<file path="config.mk">
export PLATFORM = sky130hd
export DESIGN_NAME = ccm_word_seq
export DESIGN_NICKNAME = d
export VERILOG_FILES = /design/src/rtl/ccm_host_pkg.sv /design/src/rtl/ccm_word_seq.sv
export SDC_FILE = /design/constraint.sdc
export NUM_CORES = 1
export LEC_CHECK = 0
export BUFFER_PORTS_ARGS = -buffer_cell sky130_fd_sc_hd__buf_2
export CAP_MARGIN = 0
export CORE_ASPECT_RATIO = 0.75
export CORE_MARGIN = 3
export CORE_UTILIZATION = 30
export CTS_CLUSTER_SIZE = 40
export DETAILED_ROUTE_END_ITERATION = 8
export PLACE_DENSITY = 0.93
export SYNTH_ARGS = -nofsm -noshare
export SYNTH_HDL_FRONTEND = slang
export SYNTH_SLANG_ARGS = --single-unit
</file>
<file path="constraint.sdc">
create_clock -name clk -period 3.5 [get_ports clk]
set_input_delay 0.175 -clock clk [delete_from_list [all_inputs] [get_ports clk]]
set_output_delay 0.175 -clock clk [all_outputs]
set_load 0.05 [all_outputs]
</file>
<file path="src/rtl/ccm_host_pkg.sv">
// Shared types and sizes for the crypto control unit host sequencer.
package ccm_host_pkg;

    localparam int unsigned WORD_W  = 32;
    localparam int unsigned WORDS   = 4;
    localparam int unsigned BLOCK_W = WORD_W * WORDS;
    localparam int unsigned IDX_W   = $clog2(WORDS);

    typedef logic [IDX_W-1:0] word_idx_t;

    // Packed block; element WORDS-1 holds the most significant word (word index 0).
    typedef logic [WORDS-1:0][WORD_W-1:0] block_t;

    typedef enum logic [3:0] {
        S_IDLE,
        S_ARM,
        S_KEY_LD,
        S_KEY_RD,
        S_WAIT_IRQ,
        S_ACK,
        S_DATA_LD,
        S_DONE,
        S_WAIT_RES,
        S_COLLECT,
        S_RELEASE,
        S_RESP
    } state_t;

    // Map a bus word index (MSW first) onto the packed block element.
    function automatic word_idx_t msw_slot(input word_idx_t idx);
        return IDX_W'(WORDS - 1) - idx;
    endfunction

endpackage

</file>
<file path="src/rtl/ccm_word_seq.sv">
// Word counter plus MSW-first word select, shared by the key load, data load and result
// collection phases. The counter returns to word 0 whenever step is low.
module ccm_word_seq
    import ccm_host_pkg::*;
(
    input  logic               clk,
    input  logic               rst,
    input  logic               step,
    input  logic [BLOCK_W-1:0] block,
    output logic [IDX_W-1:0]   idx,
    output logic               last_c,
    output logic [WORD_W-1:0]  word_c
);

    block_t    blk;
    word_idx_t idx_d;

    assign blk    = block;
    assign last_c = (idx == IDX_W'(WORDS - 1));

    // Next word index: advance while stepping, wrap to 0 at the end of the phase.
    always_comb begin
        idx_d = '0;
        if (step && !last_c) begin
            idx_d = idx + IDX_W'(1);
        end
    end

    // Word index register; drives the bus address directly.
    always_ff @(posedge clk or posedge rst) begin
        if (rst) begin
            idx <= '0;
        end else begin
            idx <= idx_d;
        end
    end

    // Word that goes on the bus next cycle, so the caller can register it.
    assign word_c = blk[msw_slot(idx_d)];

endmodule

</file>
==> out/qor.yml, run 1 <==
clockBufferDepth: 2
clk_latency_ns: 0.21
grt_pass1_wl_mm: 6.962
crit_path_end_kind: "output pin"
final_nets: 412
hold_end: "idx[0]"
drive_above_1_share_pct: 62.72
die_y_um: 55.90
gr-total-overflow: 0
rrSetupSlack_ns: 1.90
syn_nets: 253
fin_crit_ns: 2.955
start_util_pct: 32.52
pre_cts_slack_ns: 0.7434
critical_path_class: "reg2out"
wl_per_cell_um: 14.50
fin_skew_ns: 0.006044
total_power_uw: 740.3
die_w_um: 72.53
drt_iter0_drc: 36
syn_to_final_growth_pct: 86.43
cts.htree.levels: 1
status: "complete, no violations"
cp.arrival_ns: 2.78
drtAntennaViolNets: 0
max_clock_freq_mhz: 338.4
wirelength_met1_mm: 1.687
hold_class: "in2reg"
dp_hpwl_mm: 3.790
cp-startpoint: "idx[0]"
largest_reg_flops: 2
irDropWorstVdd_v: 0.0002923
r2r_start: "idx[0]"
slew_headroom_pct: 27.60
leakage_uw: 0.0009980
vias: 1621
tns_ns: 0
reg2reg_to: "idx[1]"
min-delay-start: "step"
num_io_pins: 166
n_antenna_cell: 0
slew_viol_final: 0
required_ns: 3.32
track_usage_pct: 20.37
cts_sinks: 2
min_path_cells: 3
finalHoldViolCount: 0
cp_max_fo: 32
grt_pass1_vias: 1692
max-cap-violations: 0
routed.top_layer: "met4"
setup_viol: 0
coreArea_mm2: 0.003063
startpoint_type: "flop"
gp_congestion: 0.8557
worst_pin_slew_ns: 1.086
top_regs: "idx x2"
final.setup.worst_slack_ns: 0.5452
clockRootBuffer: "clkbuf_8"
final_common_cell: "buf_2"
drcViolationCount: 0
cts_buffers: 3
die_area_mm2: 0.004054
antenna_found_initial: 0
top_register: "idx"
mappedNetlistArea_um2: 996.0
clk_pin_slew_ns: 0.03
period_share_pct: 84.42
grt_max_degree: 34
postCtsSetupBuffers: 0
wl_met3_um: 468
ys_seq_elements: 2
mostFrequentLayoutCells: "165 x buf_2, 32 x mux2i_1, 32 x nand2_1"
place_area_mm2: 0.001802
met2WireLength_mm: 2.391
drt-total-wl_mm: 4.597
io_buffers: 165
rsz0062_at_grt: "false"
cts_tree: "yes"
avgSynthCellArea_um2: 8.231
row_count: 17
pwr_density_cell_mw_per_mm2: 398.7
reg2reg_depth: 3
synth_cell_types: 15
firstDrtPassIters: 5
stdcell_area_mm2: 0.001857
yosysWarnings: 0
ys_seq_area_share_pct: 5.025
viasPerCell: 5.114
synth_cells: 121
-- cells by family after synthesis --
| logic type | count (synthesis) | share of synthesized area, % |
|---|---|---|
| adder cells (fa/ha/maj) | 1 | 1.256 |
| AND/OR/NAND/NOR | 36 | 14.57 |
| multiplexers | 32 | 32.16 |
| AO/OA/AOI/OAI | 33 | 36.68 |
| buffers and inverters | 17 | 10.30 |
| flip-flops | 2 | 5.025 |
-- synth_stat cells, drive strengths merged --
cell    instances  share of area (%)
a21oi           1               0.50
and3b           1               0.88
buf            11                8.0
clkbuf          4                1.5
dfrtp           2                5.0
ha              1                1.3
inv             2               0.75
mux2i          32                 32
nand2          32                 12
nand2b          1               0.63
nor2            1               0.38
o221a          32                 36
or3             1               0.63
-- worst max-delay path, cell delays in order, from the launching register on --
cell	delay, ns
dfrtp_2	0.67
ha_1	0.26
nand2b_1	0.17
or3_1	0.86
o221a_1	0.33
buf_2	0.27
-- per-layer routing --
layer  vias to the layer above  track usage, %
met5                         -               0
met4                         0           5.000
met3                         6           3.610
met2                        89           39.20
met1                       729           22.45
li1                        797               -
-- power by group --
part,leakage [uW],switching [uW],internal [uW]
combinational,0.000951,408,198
clock,0.0000228,20.4,77.4
sequential,0.0000245,10.5,26.2
-- per-stage QoR --
stage / hold slack [ns] / instances / utilization [%]
finish: 0.2830 / 317 / 60.62
floorplan: -0.08382 / 121 / -
global placement: 0.02494 / 312 / 58.82
global route: 0.3021 / 317 / 60.62
detailed placement: 0.03992 / 312 / 58.82
CTS: 0.2748 / 317 / 60.62
-- worst max-delay path by stage --
| stage | endpoint | slack, ns | depth (start not counted) |
|---|---|---|---|
| floorplan | word_c[0] | 1.0 | 6 |
| global placement | word_c[20] | 0.83 | 5 |
| detailed placement | word_c[20] | 0.74 | 5 |
| CTS | word_c[20] | 0.52 | 5 |
| global route | word_c[18] | 0.32 | 5 |
| finish | word_c[20] | 0.55 | 5 |
-- cell type report --
| cell class | count | area, um2 |
|---|---|---|
| clock buffer | 4 | 45.04 |
| fill | 276 | 1206 |
| inverter | 2 | 7.507 |
| multi-input combinational | 102 | 847.1 |
| sequential | 2 | 51.30 |
| tap | 38 | 47.55 |
| timing repair buffer | 169 | 858.3 |
-- repair_timing --
| action | CTS | global route |
|---|---|---|
| setup endpoints to repair | 0 | 0 |
| resized for setup | 0 | 0 |
| hold buffers | 1 | 0 |
| hold endpoints to repair | 2 | 0 |
Power figures use the tool's default switching activity.
==> run 2, diff against run 1 <==
ABC_AREA = 1   (was not set)
CORE_UTILIZATION = 35   (was 30)
PLACE_DENSITY = 0.87   (was 0.93)
clock period = 2.7 ns   (was 3.5 ns; I/O delays follow)
==> run 2 against run 1 <==
Effect of this change:
- count of clock-buffer cells in the layout decreased by 1
- sequential share of layout area shrank 0.82 points
- design area is 39% higher
- via count rose by 67%
- clock skew shrank 0.0041 ns
- non-clock buffer count is 2 higher
- global-route usage decreased by 0.61 points
- sequential power about the same
- first-iteration DRC count rose to 4.6 times the previous value
- critical endpoint is now word_c[24]
==> out/qor.yml, run 2 <==
worst_pin_slew_ns: 0.6417
hold_class: "in2async"
largest_reg_flops: 2
synth_most_common_cell: "inv_1"
wl_per_cell_um: 10.61
cts_tree: "yes"
grt_pass1_vias: 2528
clockBufferDepth: 2
status: "complete, no violations"
use_met1_pct: 21.78
syn_nets: 523
drive_above_1_share_pct: 33.27
yosysWarnings: 0
rsz0062_at_grt: "false"
synth_xor_area_share_pct: 0
die_w_um: 88.50
vias: 2711
dp.cells: 591
instances_no_fill: 595
reg2reg_to: "idx[1]"
die_area_mm2: 0.006007
antenna_found_initial: 0
postCtsSetupBuffers: 0
cts_resized: 0
dp_hpwl_mm: 4.846
cts.htree.levels: 1
cts_buffers: 3
top_register: "idx"
firstDrtPassIters: 5
synthAdderAreaFrac_pct: 0.7003
met3_usage_pct: 3.730
pre_cts_slack_ns: 0.6134
gp_congestion: 0.8128
muxShareOfSynthArea_pct: 0
finalHoldViolCount: 0
top_usage_layer: "met2"
final_nets: 672
crit_path_end_kind: "output pin"
grt_max_degree: 65
syn_to_final_growth_pct: 44.40
synthSimpleGateAreaFrac_pct: 57.28
n_antenna_cell: 0
cp-startpoint: "idx[0]"
cp_cell_sequence: "ha_1 -> inv_1 -> nand3_2 -> buf_4 -> nand2_1 -> nand3_1 -> nand2_1 -> buf_2"
holdWs_ns: 0.3297
synth_top_family_by_area: "simple AND/OR/NAND/NOR gates"
async_reset_ff_share_pct: 100.0
die_y_um: 67.88
fin_skew_ns: 0.001969
synth.top_cell.area_share_pct: 36.13
row_count: 21
crit_top_cell: "nand2_1"
p_comb_share_pct: 86.4
reg2reg_depth: 4
final_common_cell: "buf_2"
synth_cells: 391
seqPwrFrac_pct: 3.3
use_met2_pct: 38.71
drcViolationCount: 0
yosys.area.top_type: "nand3_1"
rrSetupSlack_ns: 1.26
mappedNetlistArea_mm2: 0.001787
synth-main-ff-cell: "dfrtp_1"
grt_pass1_wl_mm: 9.873
period_share_pct: 84.16
num_io_pins: 166
clk_pin_slew_ns: 0.03
synth_cell_types: 11
mostFrequentLayoutCells: "165 x buf_2, 131 x inv_1, 128 x nand3_1"
ys_seq_area_share_pct: 2.801
tns_ns: 0
required_ns: 2.57
synth-compound-area-share_pct: 0
leakage_uw: 0.001983
clock_power_share_pct: 10.4
worst_path_max_delay_cell: "dfrtp_1"
clockRootBuffer: "clkbuf_8"
track_usage_pct: 19.76
synth.top_cells.by_count: "132 x inv_1, 129 x nand3_1, 96 x nand2_1, 11 x buf_2, 10 x buf_4"
ys_seq_elements: 2
cpPeakStageDelay_ns: 0.39
drtAntennaViolNets: 0
io_buffers: 165
clk_latency_ns: 0.21
swShare_pct: 64.72
synth_edf_count: 0
avgSynthCellArea_um2: 4.570
drt_iter0_drc: 166
viasPerCell: 4.556
setup_viol: 0
max-cap-violations: 0
gr-total-overflow: 0
p_sw_uw: 722.0
pwr_density_cell_mw_per_mm2: 432.4
slew_viol_final: 0
cts_sinks: 2
top_regs: "idx x2"
critical_path_class: "reg2out"
ys_top_cells_by_area: "nand3_1 36%, inv_1 28%, nand2_1 20%, buf_4 4.2%, buf_6 3.8%"
fin_crit_ns: 2.272
slew_headroom_pct: 57.22
startpoint_type: "flop"
cp_max_fo: 24
power.internal_uw: 393.6
drt-total-wl_mm: 6.310
irDropWorstVdd_v: 0.0002841
fillers: 486
coreArea_mm2: 0.004677
start_util_pct: 38.20
r2r_start: "idx[0]"
cp.arrival_ns: 2.14
final.setup.worst_slack_ns: 0.4278
max_clock_freq_mhz: 440.1
-- run 2: changes by cell type in the layout (fill, tap and decap cells not counted), sizes merged --
cell    previous run  this run
inv                2       134
nand3              0       129
nand2             32        97
mux2i             32         0
o221a             32         0
buf              168       170
a21oi              1         0
and3b              1         0
clkbuf             4         3
nand2b             1         0
or3                1         0
-- run 2: kinds of logic after synthesis --
| logic type | after synthesis |
|---|---|
| AND/OR/NAND/NOR | 227 |
| adder cells (fa/ha/maj) | 1 |
| buffers and inverters | 161 |
| flip-flops | 2 |
-- run 2: worst max-delay path by stage --
stage / slack (ns) / cells after the start / endpoint
finish: 0.43 / 8 / word_c[24]
global route: 0.24 / 8 / word_c[3]
CTS: 0.38 / 8 / word_c[24]
detailed placement: 0.61 / 8 / word_c[24]
global placement: 0.65 / 8 / word_c[24]
floorplan: 0.44 / 7 / word_c[0]
-- run 2: timing repair --
action                                 CTS  global route
hold buffers                             1             0
setup endpoints to repair                0             0
endpoints found under the hold margin    2             0
-- run 2: final cells by class --
| type | instances | area [um2] | share of cell area, % |
|---|---|---|---|
| multi-input combinational | 228 | 1041 | 40.35 |
| clock buffer | 3 | 41.29 | 1.600 |
| inverter | 134 | 503.0 | 19.50 |
| timing repair buffer | 171 | 873.3 | 33.85 |
| tap | 57 | 71.32 | 2.764 |
| sequential | 2 | 50.05 | 1.940 |
-- run 2: layer usage --
| metal | routed length, um | up-vias |
|---|---|---|
| met5 | 0 | - |
| met4 | 66 | 0 |
| met3 | 638 | 8 |
| met2 | 3049 | 137 |
| met1 | 2555 | 1129 |
| li1 | - | 1437 |
-- run 2: worst max-delay path, delay by kind of cell, from the launching register on --
kind / cells / cell delay (ns)
simple gates: 4 / 0.57
buf+inv: 3 / 0.70
fa+ha+maj: 1 / 0.26
flops: 1 / 0.39
-- run 2: power by group through the flow --
| stage | clock (uW) | combinational [uW] | sequential, uW |
|---|---|---|---|
| 4_1_cts | 120 | 969 | 36.5 |
| 2_1_floorplan | 0 | 734 | 49.8 |
| 6_report | 116 | 963 | 36.4 |
| 3_3_place_gp | 0 | 957 | 36.5 |
| 3_5_place_dp | 0 | 965 | 36.8 |
| 5_1_grt | 123 | 1050 | 36.7 |
-- run 2: through the flow --
step / total power (uW) / cell area (um2) / util (%)
CTS: 1125 / 2580 / 55.16
detailed placement: 1002 / 2529 / 54.07
finish: 1116 / 2580 / 55.16
global placement: 993.6 / 2529 / 54.07
global route: 1208 / 2580 / 55.16
floorplan: 784.2 / 1787 / -
==> run 3, diff against run 2 <==
clock period = 1.8 ns   (was 2.7 ns; I/O delays follow)
==> run 3 against run 2 <==
Effect of this change:
- worst hold slack worse by 0.039 ns
- flip-flop and latch count did not move
- total power is 87% higher
- non-clock buffer count increased by 8
- via count grew 6.7%
- clock power is 53% higher
- clock skew about the same
- die area unchanged
- critical endpoint is now word_c[0]
- highest routed layer unchanged
==> out/qor.yml, run 3 (same netlist as run 2, synthesis figures left out) <==
cp_max_fo: 17
wl_per_cell_um: 11.82
cts_buffers: 3
gr-total-overflow: 0
max_clock_freq_mhz: 564.7
final_common_cell: "buf_2"
start_util_pct: 38.20
cts_tree: "yes"
clockRootBuffer: "clkbuf_8"
clockBufferDepth: 2
final_util_pct: 65.36
die_y_um: 67.88
slew_headroom_pct: 75.75
drt_iter0_drc: 153
status: "complete, no violations"
gp_congestion: 0.8212
drcViolationCount: 0
fillers: 449
final_nets: 680
coreArea_mm2: 0.004677
viasPerCell: 4.798
place_area_mm2: 0.002619
vias: 2893
dp.cells: 596
slew_viol_final: 0
die_w_um: 88.50
stdcell_area_mm2: 0.003057
worst_pin_slew_ns: 0.3637
final.setup.worst_slack_ns: 0.02911
clk_pin_slew_ns: 0.03
fin_skew_ns: 0.001897
firstDrtPassIters: 5
finalHoldViolCount: 0
critical_path_class: "reg2out"
io_buffers: 165
grt_pass1_wl_mm: 10.33
track_usage_pct: 20.66
cts.htree.levels: 1
largest_reg_flops: 2
pre_cts_slack_ns: 0.1202
num_io_pins: 166
period_share_pct: 98.38
irDropWorstVdd_v: 0.0003966
cts_sinks: 2
pwr_density_cell_mw_per_mm2: 683.7
mostFrequentLayoutCells: "133 x buf_2, 131 x inv_1, 117 x nand3_1"
instances_no_fill: 603
rsz0062_at_grt: "true"
multi_input_area_mm2: 0.001139
dp_hpwl_mm: 5.158
hold_class: "in2async"
syn_to_final_growth_pct: 71.08
regArea_um2: 52.55
required_ns: 1.71
grt_max_degree: 37
antenna_found_initial: 0
drt-total-wl_mm: 7.130
grt_pass1_vias: 2537
clk_latency_ns: 0.21
reg2reg_depth: 5
crit_path_end_kind: "output pin"
setup_viol: 0
n_antenna_cell: 0
top_register: "idx"
startpoint_type: "flop"
drtAntennaViolNets: 0
cp.arrival_ns: 1.68
leakage_uw: 0.002135
die_area_mm2: 0.006007
row_count: 21
top_regs: "idx x2"
max-cap-violations: 0
drive_above_1_share_pct: 38.46
fin_crit_ns: 1.771
==> run 3: changes by cell type in the layout (fill, tap and decap cells not counted), sizes merged <==
cell    change
clkinv      +1
clkbuf      +2
buf         +6
inv         -1
==> run 3: stage by stage <==
step                      hold WS (ns)  power [uW]  setup TNS, ns
final                           0.2909        2090              0
after global routing            0.3043        2227        -0.7726
after CTS                       0.2798        1845              0
after detailed placement      -0.05307        1558              0
after global placement        -0.05452        1541              0
after floorplan                -0.1688        1185              0
==> run 3: cell type report <==
cell class / count / share of cell area (%)
Clock buffer: 3 / 1.351
Inverter: 134 / 16.62
Multi-Input combinational cell: 228 / 37.25
Sequential cell: 2 / 1.719
Tap cell: 57 / 2.333
Timing Repair Buffer: 179 / 40.73
==> run 3: metal layers <==
layer  global-route usage (%)  up-vias  share of wire, %  wire length [um]
met3                    1.805       16               9.7               689
met1                    23.54     1252                39              2771
li1                         -     1459                 -                 -
met2                    41.23      166                50              3553
met4                    5.283        0               1.6               115
met5                        0        -                 0                 0
==> run 3: path summary, 6_finish.rpt <==
path	from	to	slack [ns]
setup / recovery	idx[0]	word_c[0]	0.03
setup reg to reg	idx[0]	idx[1]	0.59
hold / removal	rst	idx[1]	0.29
min in group clk	step	idx[0]	0.39
hold reg to reg	idx[0]	idx[0]	0.84
max in group asynchronous	rst	idx[0]	1.39
==> run 3: power breakdown <==
group	total (uW)	leakage [uW]	internal, uW	switching (uW)
registers	59.1	0.0000231	52.1	6.97
clock network	178	0.0000216	141	36.2
logic	1850	0.00209	699	1150
==> run 3: what timing repair did <==
item | in CTS | in global routing
buffers inserted | 0 | 1
cloned | 0 | 2
gates resized for setup | 34 | 63
setup endpoints to repair | 32 | 32
hold buffers | 1 | 0
pin swaps | 0 | 12
endpoints found under the hold margin | 2 | 0
==> run 3: worst max-delay path, cell delays in order, from the launching register on <==
cell     delay (ns)
dfrtp_2        0.42
ha_4           0.18
nor2_4         0.16
nand2_2        0.11
buf_4          0.22
nand3_1        0.13
nand2_2        0.08
buf_8          0.15
